### src/rtl/uart_rx_oversampled.sv
// 8N1 UART receiver, 16x oversampled, 2-of-3 majority vote on ticks 7/8/9.
// Decisions run on the synchronized line rxs; outputs are all registered.
module uart_rx_oversampled #(
  parameter int CLKS_PER_TICK = 27,
  parameter int MIN_TICKS     = 2
) (
  input  logic       clk,
  input  logic       reset,
  input  logic       rx,
  output logic       rxReady,
  output logic [7:0] rxData,
  output logic       rxFrameErr,
  output logic       rxBusy
);

  localparam int DIV_W = (CLKS_PER_TICK > 1) ? $clog2(CLKS_PER_TICK) : 1;
  localparam logic [DIV_W-1:0] TICK_LAST = DIV_W'(CLKS_PER_TICK - 1);

  // A divider shorter than MIN_TICKS cannot separate the vote pipeline from
  // the bit-boundary decisions, so refuse to elaborate.
  if (CLKS_PER_TICK < MIN_TICKS) begin : g_bad_cfg
    $error("uart_rx_oversampled: CLKS_PER_TICK below MIN_TICKS");
  end

  typedef enum logic [2:0] {IDLE, START, DATA, STOP, BREAK} state_t;

  logic             rx_meta_q, rxs_q, rxs_prev_q;
  state_t           state_q, state_d;
  logic [DIV_W-1:0] div_q, div_d;
  logic [3:0]       cnt_q, cnt_d;
  logic [2:0]       bit_q, bit_d;
  logic             s7_q, s7_d, s8_q, s8_d;
  logic             maj_q, maj_d, maj_vld_q, maj_vld_d;
  logic [7:0]       shift_q, shift_d, data_q, data_d;
  logic             ready_q, ready_d, ferr_q, ferr_d, busy_q;
  logic             brk_hi_q, brk_hi_d;
  logic             tick, fall, vote;

  assign tick = (div_q == TICK_LAST);
  assign fall = rxs_prev_q & ~rxs_q;
  assign vote = (s7_q & s8_q) | (s7_q & rxs_q) | (s8_q & rxs_q);

  // Two-flop synchronizer plus one delayed copy for falling-edge detection.
  always_ff @(posedge clk) begin
    if (reset) begin
      rx_meta_q  <= 1'b1;
      rxs_q      <= 1'b1;
      rxs_prev_q <= 1'b1;
    end else begin
      rx_meta_q  <= rx;
      rxs_q      <= rx_meta_q;
      rxs_prev_q <= rxs_q;
    end
  end

  // Next-state logic: tick sampling, majority pipeline and frame sequencing.
  always_comb begin
    state_d   = state_q;
    div_d     = tick ? '0 : div_q + DIV_W'(1);
    cnt_d     = cnt_q;
    bit_d     = bit_q;
    s7_d      = s7_q;
    s8_d      = s8_q;
    maj_d     = maj_q;
    maj_vld_d = 1'b0;
    shift_d   = shift_q;
    data_d    = data_q;
    ready_d   = 1'b0;
    ferr_d    = 1'b0;
    brk_hi_d  = brk_hi_q;

    // Sample points within a bit; the vote is registered and acted on one
    // cycle later so each state sees a clean maj_vld_q strobe.
    if ((state_q == START || state_q == DATA || state_q == STOP) && tick) begin
      cnt_d = cnt_q + 4'd1;
      if (cnt_q == 4'd7) s7_d = rxs_q;
      if (cnt_q == 4'd8) s8_d = rxs_q;
      if (cnt_q == 4'd9) begin
        maj_d     = vote;
        maj_vld_d = 1'b1;
      end
    end

    case (state_q)
      IDLE: begin
        if (fall) begin
          div_d   = '0;
          cnt_d   = '0;
          bit_d   = '0;
          state_d = START;
        end
      end
      START: begin
        if (maj_vld_q && maj_q) begin
          state_d = IDLE;
          cnt_d   = '0;
        end else if (tick && cnt_q == 4'd15) begin
          state_d = DATA;
        end
      end
      DATA: begin
        if (maj_vld_q) shift_d = {maj_q, shift_q[7:1]};
        if (tick && cnt_q == 4'd15) begin
          if (bit_q == 3'd7) state_d = STOP;
          else               bit_d   = bit_q + 3'd1;
        end
      end
      STOP: begin
        // Leave right after the vote so a back-to-back start edge is seen.
        if (maj_vld_q) begin
          cnt_d = '0;
          if (maj_q) begin
            data_d  = shift_q;
            ready_d = 1'b1;
            state_d = IDLE;
          end else begin
            ferr_d   = 1'b1;
            brk_hi_d = 1'b0;
            state_d  = BREAK;
          end
        end
      end
      BREAK: begin
        // Exit only after the line stayed high across one whole tick period.
        if (tick) begin
          if (brk_hi_q && rxs_q) state_d = IDLE;
          brk_hi_d = rxs_q;
        end else if (!rxs_q) begin
          brk_hi_d = 1'b0;
        end
      end
      default: state_d = IDLE;
    endcase
  end

  // State and output registers.
  always_ff @(posedge clk) begin
    if (reset) begin
      state_q   <= IDLE;
      div_q     <= '0;
      cnt_q     <= '0;
      bit_q     <= '0;
      s7_q      <= 1'b1;
      s8_q      <= 1'b1;
      maj_q     <= 1'b1;
      maj_vld_q <= 1'b0;
      shift_q   <= 8'h00;
      data_q    <= 8'h00;
      ready_q   <= 1'b0;
      ferr_q    <= 1'b0;
      busy_q    <= 1'b0;
      brk_hi_q  <= 1'b0;
    end else begin
      state_q   <= state_d;
      div_q     <= div_d;
      cnt_q     <= cnt_d;
      bit_q     <= bit_d;
      s7_q      <= s7_d;
      s8_q      <= s8_d;
      maj_q     <= maj_d;
      maj_vld_q <= maj_vld_d;
      shift_q   <= shift_d;
      data_q    <= data_d;
      ready_q   <= ready_d;
      ferr_q    <= ferr_d;
      busy_q    <= (state_d != IDLE);
      brk_hi_q  <= brk_hi_d;
    end
  end

  assign rxReady    = ready_q;
  assign rxData     = data_q;
  assign rxFrameErr = ferr_q;
  assign rxBusy     = busy_q;

endmodule

### config.mk
export PLATFORM = sky130hd
export DESIGN_NAME = uart_rx_oversampled
export DESIGN_NICKNAME = d
export VERILOG_FILES = /design/src/rtl/uart_rx_oversampled.sv
export SDC_FILE = /design/constraint.sdc
export NUM_CORES = 1
export LEC_CHECK = 0
export BUFFER_PORTS_ARGS = -buffer_cell sky130_fd_sc_hd__buf_2
export CAP_MARGIN = 5
export CELL_PAD_IN_SITES_DETAIL_PLACEMENT = 0
export CELL_PAD_IN_SITES_GLOBAL_PLACEMENT = 1
export CORE_MARGIN = 5
export CORE_UTILIZATION = 45
export DETAILED_ROUTE_END_ITERATION = 8
export GPL_ROUTABILITY_DRIVEN = 0
export PLACE_DENSITY = 0.79
export SLEW_MARGIN = 25
export SYNTH_ARGS = -nofsm -noshare
export SYNTH_HDL_FRONTEND = slang
export SYNTH_SLANG_ARGS = --single-unit
### constraint.sdc
create_clock -name clk -period 2.31 [get_ports clk]
set_clock_uncertainty 0.05 [all_clocks]
set_input_delay 0.462 -clock clk [delete_from_list [all_inputs] [get_ports clk]]
set_output_delay 0.462 -clock clk [all_outputs]
set_load 0.005 [all_outputs]
Yosys cells after proc, flatten, opt, wreduce, memory -nomap -nowiden
Index checks and enable logic that the tools add are counted.
{ "op_classes": {"eq_ne": 16, "addsub": 3, "mux": 30, "bitwise_logic": 10, "reduce_logical": 19} }
{ "ops": {"columns": ["cell", "n"], "rows": [
  ["2-to-1 mux 3 bit", 12],
  ["2-to-1 mux 4 bit", 4],
  ["2-to-1 mux 5 bit", 3],
  ["case mux 3 bit (5 select lines)", 1],
  ["== test 4 bit (second input constant)", 3],
  ["case mux 4 bit (3 select lines)", 1],
  ["inequality test 2 bit (second input constant)", 4],
  ["AND reduction 2 bit", 4],
  ["AND reduction 4 bit", 2],
  ["2-to-1 mux 1 bit", 7],
  ["== test 3 x 2 -> 1 bit (second input constant)", 2],
  ["== test 3 bit (second input constant)", 2],
  ["case mux 3 bit (2 select lines)", 1],
  ["adder 5 x 1 -> 5 bit (second input constant)", 1],
  ["== test 5 bit (second input constant)", 1],
  ["adder 4 x 1 -> 4 bit (second input constant)", 1],
  ["AND 1 bit", 4],
  ["== test 4 x 3 -> 1 bit (second input constant)", 1],
  ["logical AND 1 bit", 4],
  ["inverter 1 bit", 4],
  ["nonzero test 2 bit", 2],
  ["adder 3 x 1 -> 3 bit (second input constant)", 1],
  ["== test 3 x 1 -> 1 bit (second input constant)", 1],
  ["zero test 3 bit", 1],
  ["9 further kinds", 11]
]} }
{ "word_totals": {"output_inout_bits": 11, "word_cells": 95, "regBits": 42} }

Longest topological paths before layout
{ "logic_depth": {"word_depth": 7, "mapped_depth": 7} }

Least setup slack after synthesis
OpenSTA, ideal clock, no wires.
{ "synth_timing": {"path_type": "register -> register", "from": "register div_q[0]", "to": "register bit_q[0]", "setup_time_ns": 0.065, "path_stages_with_launch": 8, "path_slack_ns": 0.712, "arrival_ns": 1.484, "n_path_buf": 1, "t_required_ns": 2.195, "cell_sequence": "dfxtp_1 inv_1 ha_1 and4b_1 clkbuf_2 and4b_4 mux2_2 nor2_1"} }
{ "synth_via": {"elab_chain_len": 4} }
{ "synth_rtl": {"columns": ["item", "line", "source"], "rows": [
  ["from (decl)", "29", "logic [DIV_W-1:0] div_q, div_d;"],
  ["from (signal assigned)", "155", "div_q <= div_d;"],
  ["== test 5 bit", "39", "assign tick = (div_q == TICK_LAST);"],
  ["logical AND 1 bit", "103", "if (tick && cnt_q == 4'd15) begin"],
  ["inequality test 2 x 1 -> 1 bit (no source line)", null, null],
  ["AND reduction 4 bit (no source line)", null, null],
  ["to (signal assigned)", "157", "bit_q <= bit_d;"],
  ["to (decl)", "31", "logic [2:0] bit_q, bit_d;"]
]} }
No other way between the ends.
A chain may end at the register's enable or synchronous reset.

Worst setup path in the final report
Same ends and word-level chain as after synthesis.

==> summary.md <==
| Metric | Value |
|---|---|
| Crit. End Element | `flop` |
| Postcts setup bufs | `0` |
| Crit path cell chain | `inv_1 > ha_1 > and4b_1 > and4b_4 > mux2_2 > nor2_1` |
| Final setup fails | `0` |
| FILL cells | `373` |
| DR vias | `1314` |
| Fin. Hold Viols | `0` |
| Synth-to-Final Area Change | `9.50%` |
| Seq. cell area | `841 µm²` |
| Worst Path Buf+Inv | `1` |
| Worst Path Required | `2500 ps` |
| Initial antenna violation count | `0` |
| N_diodes | `0` |
| Worst-Margin Slew | `617 ps` |
| Crit path max fanout | `8` |
| CP arrival | `2000 ps` |
| Share of layout cells above drive strength 1 | `16.3%` |
| Routed len/inst | `12.9 µm` |
| Largest net degree at the start of global routing | `28` |
| Net Sw Frac | `22.8%` |
| CP max-delay cell | `and4b_1` |
| Post-DP Area | `1860 µm²` |
| Syn Nets | `193` |
| Area of the multi-input gates | `872 µm²` |
| Skew-Pair Late Insertion Delay | `290 ps` |
| Critical path class | `reg -> reg` |
| Clk root buf | `clkbuf_8` |
| Hold Buf Count CTS | `0` |
| Die footprint | `5310 µm²` |
| Outcome | `completed` |
| Util after Layout | `52.0%` |
| Core ar. | `3740 µm²` |
| Final instance area | `1950 µm²` |
| Initial Util | `47.5%` |
| Clock share of power | `37.5%` |
| Tcrit/Tclk final | `78.4%` |
| Vias in the first global route | `1216` |
| # Max-Cap Violations | `0` |
| CTS tree | `built` |
| Drt initial violations | `90` |
| Main synth FF type | `dfxtp_1` |
| # nets final | `205` |
| Mapped Area | `1780 µm²` |
| Vias per std cell | `5.39` |
| Post_cts resized | `0` |
| DRC errors left | `0` |
| Post-synth top area cell | `dfxtp_1` |
| Post-DRT Antenna Nets | `0` |
| Synth cell types | `44` |
| Pleak | `0.000817 µW` |
| Rows | `22` |
| Post-route minimum period | `1810 ps` |
| Slew Viols, Final | `0` |
| Slew margin rel. | `58.7%` |
| Die X | `72.9 µm` |
| Top post-synthesis cells by count | `42 x dfxtp_1, 35 x nor2_1, 19 x mux2i_1` |
| Comb pwr share | `3.0%` |
| Top delay family on crit path | `simple AND/OR/NAND/NOR gates` |
| CTS H-Tree Depth | `2` |
| Share of the yosys chip area belonging to registers | `47.3%` |
| EDFF count, synth | `0` |
| Total gr overflow | `0` |
| Area share of the largest cell type after synthesis | `47.3%` |
| Synth warnings | `0` |
| Setup crit start kind | `flop` |
| Fmax | `0.552 GHz` |
| DP Wirelength | `2.23 mm` |
| Port Buffer Count | `13` |
| Share of total power in sequential cells | `59.5%` |
| I/O pins | `14` |
| Sw power | `283 µW` |
| Tot GR Track Use | `13.1%` |
| Number of synthesized register bits | `42` |
| Max stage delay on crit path | `400 ps` |
| Peak supply drop | `0.462 mV` |
| RSZ-0062 raised after global routing | `false` |
| Chip height | `72.9 µm` |
| Routed wire length | `3.14 mm` |
| Clk buf depth | `2` |
| DR pass1 iterations | `4` |
| Avg Cell Area, Syn | `9.72 µm²` |
| Count leader, synth | `dfxtp_1` |
| Mapped Cells | `183` |
| Ranking of synthesized cells by area | `dfxtp_1 47%, mux2i_1 11%, nor2_1 7.4%` |
| Number of buffers created by CTS | `5` |
| Internal power | `960 µW` |
| HP Class | `in -> reg` |
| Power Density | `639 nW/µm²` |
| Num Clock Sinks | `42` |
| CTS clock-pin slew for the worst setup and hold paths | `80 ps` |
| Async SR Flop Fraction | `0%` |
| First-pass GRT wire length | `5.53 mm` |
| Setup_tns | `0 ps` |
worst reg2reg max path: stages (launching register included):
cell and delay (ps):
dfxtp_1 340, inv_1 60, ha_1 150, and4b_1 400, and4b_4 330, mux2_2 340, nor2_1 90
through the flow:
stage	setup WS (ps)	power [µW]	cells	hold slack, ps
6_report	499	1240	244	296
5_1_grt	355	1290	244	296
4_1_cts	452	1260	244	288
3_5_place_dp	477	796	236	346
3_3_place_gp	525	794	236	342
2_1_floorplan	712	784	183	339
placed cells by master, fill, tap and decap left out, types with 2 or more instances in the layout:
master    instances
inv_1             4
nor2_1           35
a211o_1           2
nand2_1           7
a21oi_1           3
nand4_1           5
or3_1             3
xor2_1            3
dfxtp_1          42
ha_1              7
o21ai_0           6
clkbuf_8          5
or2_2             3
buf_2            13
o21a_1            2
nand3_1           5
nor3b_1           3
mux2i_1          19
xnor2_1           3
kinds of logic (layout without fill, tap and decap cells):
logic type      count (synthesis)  count (layout)  share of synthesized area [%]
simple gates                   75              75                           22.0
flops                          42              42                           47.3
fa+ha+maj                       7               7                           4.93
mux                            20              20                           11.3
buf+inv                        13              26                           3.66
compound gates                 20              20                           7.81
xor+xnor                        6               6                           2.96
final timing paths:
kind	from	to	slack [ps]	depth (start not counted)
setup / recovery	div_q[0]	bit_q[0]	500	6
setup reg to reg	div_q[0]	bit_q[0]	500	6
hold / removal	rx	rx_meta_q	300	2
hold reg to reg	rx_meta_q	rxs_q	360	1
routing by layer:
metal  part of all wire [%]  track usage (%)
met5                      0                0
met4                   0.67             3.07
met3                    5.0             4.55
met2                     47             21.0
met1                     48             17.0
power groups by stage:
stage | clock (µW) | combinational (µW) | sequential, µW
4_1_cts | 480 | 38.7 | 740
3_3_place_gp | 0 | 37.4 | 757
2_1_floorplan | 0 | 30.1 | 754
5_1_grt | 507 | 43.5 | 742
6_report | 466 | 37.7 | 740
3_5_place_dp | 0 | 38.5 | 757
area by class of cell:
class,instances,share of cell area (%)
multi-input cells,128,44.8
flip-flops and latches,42,43.2
clock buffers,6,3.73
repair buffers,14,3.73
well taps,48,3.08
inverters,4,0.771
clock inverters,2,0.707
sequential cells by signal, summed over array words and instances, names as in the netlist:
signal / flops
rxData: 8
shift_q: 8
div_q: 5
cnt_q: 4
bit_q: 3
state_q: 3
brk_hi_q: 1
maj_q: 1
maj_vld_q: 1
rxBusy: 1
rxFrameErr: 1
rxReady: 1
rx_meta_q: 1
rxs_prev_q: 1
rxs_q: 1
s7_q: 1
s8_q: 1
No activity file was read; power rests on OpenSTA's default activity.
